**src/rtl/conv_acc_feeder.sv**
```systemverilog
// Host-side feeder for the convolution accelerator: buffers upstream IFM and
// weight streams, presents FIFO heads, stalls on missing words and sequences
// one convolution per command while counting delivered words and stalls.
module conv_acc_feeder #(
   parameter int FIFO_DEPTH = 16,
   parameter int ADDR_W     = 4,
   parameter int IFM_W      = 64,
   parameter int WGT_W      = 32
) (
   input  logic             clk,
   input  logic             rst,
   input  logic             cmd_valid,
   output logic             cmd_ready,
   input  logic [31:0]      cmd_ci,
   input  logic [31:0]      cmd_co,
   input  logic [IFM_W-1:0] s_ifm_data,
   input  logic             s_ifm_valid,
   output logic             s_ifm_ready,
   input  logic [WGT_W-1:0] s_wgt_data,
   input  logic             s_wgt_valid,
   output logic             s_wgt_ready,
   output logic             start_conv,
   output logic [31:0]      cfg_ci,
   output logic [31:0]      cfg_co,
   output logic [IFM_W-1:0] ifm,
   output logic [WGT_W-1:0] weight,
   input  logic             ifm_read,
   input  logic             wgt_read,
   input  logic             end_op,
   output logic             stall,
   output logic             busy,
   output logic             done,
   output logic [31:0]      ifm_cnt,
   output logic [31:0]      wgt_cnt,
   output logic [31:0]      stall_cnt
);

   typedef enum logic [1:0] {S_IDLE, S_START, S_RUN, S_DONE} state_t;

   state_t state_q, state_d;

   logic [IFM_W-1:0] ifm_mem_q [FIFO_DEPTH];
   logic [WGT_W-1:0] wgt_mem_q [FIFO_DEPTH];
   logic [ADDR_W:0]  ifm_wp_q, ifm_rp_q, wgt_wp_q, wgt_rp_q;
   logic [31:0]      cfg_ci_q, cfg_ci_d, cfg_co_q, cfg_co_d;
   logic [31:0]      ifm_cnt_q, ifm_cnt_d, wgt_cnt_q, wgt_cnt_d, stall_cnt_q, stall_cnt_d;

   logic ifm_empty, ifm_full, wgt_empty, wgt_full;
   logic ifm_push, wgt_push, ifm_pop, wgt_pop, run;

   assign ifm_empty = (ifm_wp_q == ifm_rp_q);
   assign wgt_empty = (wgt_wp_q == wgt_rp_q);
   assign ifm_full  = (ifm_wp_q[ADDR_W] != ifm_rp_q[ADDR_W]) &&
                      (ifm_wp_q[ADDR_W-1:0] == ifm_rp_q[ADDR_W-1:0]);
   assign wgt_full  = (wgt_wp_q[ADDR_W] != wgt_rp_q[ADDR_W]) &&
                      (wgt_wp_q[ADDR_W-1:0] == wgt_rp_q[ADDR_W-1:0]);

   // Ready depends only on registered occupancy, never on a same-cycle pop.
   assign s_ifm_ready = !ifm_full;
   assign s_wgt_ready = !wgt_full;
   assign ifm_push    = s_ifm_valid && !ifm_full;
   assign wgt_push    = s_wgt_valid && !wgt_full;

   assign run   = (state_q == S_RUN);
   // A missing word on either side freezes the accelerator; neither side pops
   // since both reads will be re-presented.
   assign stall   = run && ((ifm_read && ifm_empty) || (wgt_read && wgt_empty));
   assign ifm_pop = run && ifm_read && !stall;
   assign wgt_pop = run && wgt_read && !stall;

   assign ifm    = ifm_empty ? '0 : ifm_mem_q[ifm_rp_q[ADDR_W-1:0]];
   assign weight = wgt_empty ? '0 : wgt_mem_q[wgt_rp_q[ADDR_W-1:0]];

   assign cmd_ready  = (state_q == S_IDLE);
   assign start_conv = (state_q == S_START);
   assign done       = (state_q == S_DONE);
   assign busy       = (state_q != S_IDLE);
   assign cfg_ci     = cfg_ci_q;
   assign cfg_co     = cfg_co_q;
   assign ifm_cnt    = ifm_cnt_q;
   assign wgt_cnt    = wgt_cnt_q;
   assign stall_cnt  = stall_cnt_q;

   // FIFO storage; contents are discarded on reset by clearing the pointers.
   always_ff @(posedge clk) begin
      if (ifm_push) ifm_mem_q[ifm_wp_q[ADDR_W-1:0]] <= s_ifm_data;
      if (wgt_push) wgt_mem_q[wgt_wp_q[ADDR_W-1:0]] <= s_wgt_data;
   end

   // FIFO pointers advance on push / pop.
   always_ff @(posedge clk or posedge rst) begin
      if (rst) begin
         ifm_wp_q <= '0;
         ifm_rp_q <= '0;
         wgt_wp_q <= '0;
         wgt_rp_q <= '0;
      end else begin
         if (ifm_push) ifm_wp_q <= ifm_wp_q + 1'b1;
         if (ifm_pop)  ifm_rp_q <= ifm_rp_q + 1'b1;
         if (wgt_push) wgt_wp_q <= wgt_wp_q + 1'b1;
         if (wgt_pop)  wgt_rp_q <= wgt_rp_q + 1'b1;
      end
   end

   // Next-state: command sequencing, config latch and counters.
   always_comb begin
      state_d     = state_q;
      cfg_ci_d    = cfg_ci_q;
      cfg_co_d    = cfg_co_q;
      ifm_cnt_d   = ifm_cnt_q + {31'd0, ifm_pop};
      wgt_cnt_d   = wgt_cnt_q + {31'd0, wgt_pop};
      stall_cnt_d = stall_cnt_q + {31'd0, stall};
      case (state_q)
         S_IDLE: if (cmd_valid) begin
            cfg_ci_d    = cmd_ci;
            cfg_co_d    = cmd_co;
            ifm_cnt_d   = '0;
            wgt_cnt_d   = '0;
            stall_cnt_d = '0;
            state_d     = S_START;
         end
         S_START: state_d = S_RUN;
         S_RUN:   if (end_op) state_d = S_DONE;
         S_DONE:  state_d = S_IDLE;
         default: state_d = S_IDLE;
      endcase
   end

   // State, config and counter registers.
   always_ff @(posedge clk or posedge rst) begin
      if (rst) begin
         state_q     <= S_IDLE;
         cfg_ci_q    <= '0;
         cfg_co_q    <= '0;
         ifm_cnt_q   <= '0;
         wgt_cnt_q   <= '0;
         stall_cnt_q <= '0;
      end else begin
         state_q     <= state_d;
         cfg_ci_q    <= cfg_ci_d;
         cfg_co_q    <= cfg_co_d;
         ifm_cnt_q   <= ifm_cnt_d;
         wgt_cnt_q   <= wgt_cnt_d;
         stall_cnt_q <= stall_cnt_d;
      end
   end

endmodule

```
**config.mk**
```make
export PLATFORM = sky130hd
export DESIGN_NAME = conv_acc_feeder
export DESIGN_NICKNAME = d
export VERILOG_FILES = /design/src/rtl/conv_acc_feeder.sv
export SDC_FILE = /design/constraint.sdc
export NUM_CORES = 2
export LEC_CHECK = 0
export CAP_MARGIN = 30
export CORE_ASPECT_RATIO = 1.1
export CORE_MARGIN = 3
export CORE_UTILIZATION = 40
export CTS_CLUSTER_SIZE = 40
export DETAILED_ROUTE_END_ITERATION = 7
export GPL_ROUTABILITY_DRIVEN = 0
export PLACE_DENSITY = 0.7
export SLEW_MARGIN = 25
export SYNTH_ARGS = -nofsm -noshare
export SYNTH_HDL_FRONTEND = slang
export SYNTH_SLANG_ARGS = --single-unit
```
**constraint.sdc**
```tcl
create_clock -name clk -period 8.1 [get_ports clk]
set_clock_uncertainty 0.05 [all_clocks]
set_input_delay 1.215 -clock clk [delete_from_list [all_inputs] [get_ports clk]]
set_output_delay 1.215 -clock clk [all_outputs]
set_load 0.02 [all_outputs]
```
Word-level counts from Yosys, hierarchy flattened
Memory sizes are Yosys's and may differ from the RTL's.
Index checks and enable logic that the tools add are counted.
- flip-flop bits (word level): 182
- bits in writable memories: 1536
- input bits: 168
- output and inout bits: 263
- logic and storage cells: 64
- memories: 2
- add/sub/neg operators: 7
- equality and inequality tests: 11
- muxes and demuxes: 15
- reduce and logical (&&, ||, !) cells: 19
- memories (memory ; words ; bits a word ; read ports ; clocked after memory_dff ; wr ports ; line ; text):
    ifm_mem_q ; 16 ; 64 ; 1 ; 0 ; 1 ; 42 ; logic [IFM_W-1:0] ifm_mem_q [FIFO_DEPTH];
    wgt_mem_q ; 16 ; 32 ; 1 ; 0 ; 1 ; 43 ; logic [WGT_W-1:0] wgt_mem_q [FIFO_DEPTH];
- operator list (operator ; number):
    $mux W32 ; 7
    $add A32 B1 Y32 ; 3
    $mux W64 ; 1
    $add A5 B1 Y5 const B ; 4
    $logic_and A1 B1 Y1 ; 11
    $eq A5 B5 Y1 ; 2
    $eq A4 B4 Y1 ; 2
    $pmux W2 S4 ; 1
    $eq A2 B2 Y1 const B ; 2
    $mux W1 ; 4
    $mux W2 ; 2
    $ne A2 B2 Y1 const B ; 2
    $reduce_and A2 Y1 ; 2
    $logic_not A1 Y1 ; 3
    $eq A2 B1 Y1 const B ; 1
    $logic_not A2 Y1 ; 1
    $ne A1 B1 Y1 ; 2
    $reduce_bool A2 Y1 ; 1
    $logic_or A1 B1 Y1 ; 1

Logic depth before layout (Yosys ltp)
- word-level depth: 9
- mapped depth: 14
- depth with buffers taken out: 12

Least setup slack after synthesis
No wires, ideal clock.
- path kind: input to register
- start point: input s_ifm_valid
- end point: memory ifm_mem_q[3][0], enable pin
- setup time: 0.565 ns
- arrival: 5.999 ns
- required time: 7.485 ns
- setup slack: 1.487 ns
- cell stages on the path: 4
- path buffers: 1
- cells stage by stage: o21a_1 clkbuf_1 nand2_1 nor3_1
- word-level cells in the longest chain between the ends: 3
- RTL lines (what ; line ; text):
    from (decl) ; 17 ; input logic s_ifm_valid,
    $logic_and A1 B1 Y1 ; 61 ; assign ifm_push = s_ifm_valid && !ifm_full;
    $mux W1 ; 86 ; if (ifm_push) ifm_mem_q[ifm_wp_q[ADDR_W-1:0]] <= s_ifm_data;
    $mux W1 (not written as such) ; 86 ;
    to (decl) ; 42 ;
No other way between the ends.

Final worst setup path
- start point: register ifm_rp_q[1]
- end point: output ifm[31]
- word-level cells in the longest chain between the ends: 2
- elaborated cells on any way between the ends: 3
- those cells by class: eq/ne: 1; mux: 1; memory: 1
- RTL lines (what ; line ; text):
    from (decl) ; 44 ; logic [ADDR_W:0] ifm_wp_q, ifm_rp_q, wgt_wp_q, wgt_rp_q;
    from (signal assigned) ; 99 ; if (ifm_pop) ifm_rp_q <= ifm_rp_q + 1'b1;
    $mem_v2 Z16 W64 or $eq A5 B5 Y1 (tied branches) ; - ;
    $mux W64 * ; 71 ; assign ifm = ifm_empty ? '0 : ifm_mem_q[ifm_rp_q[ADDR_W-1:0]];
    to (decl) ; 25 ; output logic [IFM_W-1:0] ifm,
Mark *: on every way between the ends. The rest lies on a longest branch, timed or not.

==> impl_metrics.csv <==
group,metric,value,unit
drt,ant_nets,0,
finish,final_common_cell,"edfxtp_1",
timing,fmax,170,MHz
finish,drive_above_1_share,19.6,%
yosys,synth_top_family_by_area,"multiplexers",
clock_network,post_cts_resized,0,
timing,timing.final.crit_period,5.87,ns
finish,mostFrequentLayoutCells,"edfxtp_1 (1536), clkdlybuf4s50_1 (430), mux4_2 (384), nand2_1 (226), a22oi_1 (194)",
critical_path,regToRegEndpoint,"wgt_cnt[26]",
grt,grt_pass1_wl,236000,um
worst_hold_path,hold_path.class,"reg2reg",
yosys,syn-cell-area,65900,sq um
yosys,yosysWarnings,0,
critical_path,crit_path_end,"ifm[31]",
pwr,cellPowerDensity,354,nW/um^2
grt,antenna_found_initial,22,
yosys,ys_types,43,
timing,hold_ws,0.422,ns
clock_network,cts.htree.levels,4,
pwr,pwr-share-comb,32.0,%
pwr,switching_share,31.9,%
yosys,avgSynthCellArea,20.2,sq um
yosys,synth_compound_area_share,3.22,%
critical_path,r2r.worst_path.cells,13,
yosys,yosys.area_share.simple,3.70,%
timing,relSlewSlack,34.8,%
finish,nets,3951,
timing,tightest_slew,0.978,ns
clock_network,cts_sinks,1718,
critical_path,crit_path_max_fanout,49,
grt,grt_max_degree,113,
outcome,status,"finished, final reports clean",
critical_path,path_class,"reg2out",
pwr,p_switching,8.91,mW
yosys,syn-num-nets,3451,
critical_path,r2r_setup_slack,3.44,ns
yosys,synth-seq-cells,1718,
clock_network,clock_latency,0.82,ns
job,maxCapViolCount,0,
pwr,clkPwrFrac,28.2,%
critical_path,worstPathCellList,"buf_4 -> buf_4 -> buf_16 -> mux4_2 -> a22oi_1 -> a21oi_1 -> clkdlybuf4s50_1",
drt,drcViolationCount,0,
drt,drt-total-wl,162000,um
clock_network,cts_tree,"done",
placed_design,port_buffers,430,
floorplanning,coreArea,163000,sq um
pwr,ir_drop,0.252,mV
drt,drt_first_iter_violations,2880,
grt,grt_use_total,19.1,%
clock_network,cts_buffers,172,
timing,min_period_over_period,72.4,%
floorplanning,rows,155,
drt,firstDrtPassIters,5,
yosys,synth_xor_area_share,1.43,%
clock_network,cts_buffer_depth,3,
yosys,ys.flop_type,"edfxtp_1",
critical_path,cp_common_cell,"buf_4",
yosys,synth_edf_count,1536,
drt,wire_per_inst,26.6,um
clock_network,post_cts_buffers,0,
yosys,synthCells,3263,
timing,tns,0,ns
floorplanning,ioPinCount,431,
critical_path,slowest_delay,0.90,ns
yosys,ys_seq_area_share,76.9,%
timing,finalSetupViolations,0,
pwr,p_int,19.0,mW
critical_path,cp.required,6.84,ns
clock_network,cts_root_buf,"clkbuf_16",
floorplanning,die_area,170000,sq um
timing,hold_violations,0,
clock_network,clk_pin_slew,0.06,ns
critical_path,slowest_stage,"dfrtp_4",
yosys,synthAdderAreaFrac,0.380,%
pwr,p_seq_share,39.9,%
placed_design,dpl.hpwl,89800,um
floorplanning,die_h,432,um
pwr,p_leak,25.9,nW
critical_path,cp_data_arrival_time,4.60,ns
clock_network,holdBufCountCts,0,
drt,viasPerCell,5.48,
grt,gr-total-overflow,0,
critical_path,worst_setup_path_start_kind,"flip-flop",
critical_path,end_kind,"primary output",
timing,rsz0062_at_grt,"no",
timing,drv_slew,0,
yosys,yosys-mux-area-fraction,13.2,%
grt,grt_pass1_vias,34406,
finish,syn_to_final_growth,19.9,%
yosys,async_flop_share,10.6,%
drt,dr_total_vias,33505,
floorplanning,start_util,40.4,%
critical_path,cp-startpoint,"ifm_rp_q[1]",
critical_path,reg2reg_from,"ifm_rp_q[1]",
floorplanning,fp.dieW,393,um
## power by group through the flow
stage	clock (mW)	sequential (mW)	combinational, mW
after global routing	8.38	11.2	9.52
final	7.87	11.1	8.94
after global placement	0	11.3	8.84
after detailed placement	0	11.3	9.03
after floorplan	0	11.3	5.31
after CTS	8.04	11.2	9.07
## cell usage after synthesis, types with 2 or more instances
cell	count	area share, %
nand2b_1	2	0.019
a21oi_1	106	0.80
dfrtp_1	182	6.9
and4_1	11	0.15
mux4_2	384	13
nand2_1	227	1.3
a22oi_1	194	2.2
a211o_1	2	0.027
nand4_1	32	0.30
o21a_1	2	0.023
o21ai_0	10	0.076
nor4_4	2	0.065
a211oi_1	4	0.046
nor4_1	6	0.057
nor3_1	10	0.076
ha_1	20	0.38
mux2_2	3	0.051
or3_1	9	0.085
xor2_1	67	0.89
buf_1	16	0.091
inv_1	19	0.11
and2_1	15	0.14
nand3_1	38	0.29
o211ai_1	2	0.023
nor2b_1	9	0.085
buf_2	49	0.37
edfxtp_1	1536	70
buf_4	2	0.023
xnor2_1	41	0.54
clkbuf_1	110	0.63
and3_1	44	0.42
nor2_1	98	0.56
## logic make-up after synthesis
kind of cell / after synthesis
AO/OA/AOI/OAI: 321
XOR/XNOR: 108
multiplexers: 387
buffers and inverters: 197
flip-flops: 1718
AND/OR/NAND/NOR: 512
adder cells (fa/ha/maj): 20
## registers in the layout, summed over array words and instances (netlist names)
register,count
stall_cnt,32
cfg_ci,32
ifm_mem_q,1024
wgt_cnt,32
wgt_mem_q,512
ifm_wp_q,5
cfg_co,32
state_q,2
wgt_wp_q,5
ifm_cnt,32
wgt_rp_q,5
ifm_rp_q,5
## metal layers
layer  up-vias  wire length, um  GRT usage (%)
met5         -               51              0
li1      14289                -              -
met1     17619            64500           25.4
met2      1311            80000           30.9
met4         8             5780           7.36
met3       278            12200           4.09
## critical path, delay by kind of cell (launching register included)
kind,cells,cell delay [ns]
buffers and inverters,4,2.11
muxes,1,0.27
DFF,1,0.90
AOI/OAI and AO/OA,2,0.41
## metrics by stage
step	util, %	power (mW)	setup WS [ns]	area [sq um]	std cells
final	48.4	28.0	2.23	79000	6115
after global routing	48.4	29.1	2.01	79000	6108
after global placement	44.7	20.2	2.87	72900	5770
after detailed placement	44.9	20.4	2.82	73300	5784
after CTS	48.4	28.3	1.85	78900	6096
after floorplan	-	16.6	1.49	65900	3263
## how the worst min path moves through the flow
stage | cells after the start | slack [ns] | end | from
floorplan | 1 | 0.41 | ifm_wp_q[4] | ifm_wp_q[4]
global placement | 2 | 0.41 | cfg_co[15] | cfg_co[15]
detailed placement | 2 | 0.41 | cfg_ci[13] | cfg_ci[13]
CTS | 2 | 0.43 | cfg_ci[13] | cfg_ci[13]
global route | 2 | 0.45 | cfg_ci[11] | cfg_ci[11]
finish | 2 | 0.42 | cfg_ci[13] | cfg_ci[13]
## cell type report
class	instances	area (sq um)
fillers	13167	84100
flip-flops and latches	1718	50700
multi-input cells	1348	14600
repair buffers	504	5190
clock buffers	218	4540
well taps	2198	2750
clock inverters	94	1110
inverters	19	78.8
diodes	16	40.0
Power figures use the tool's default switching activity.
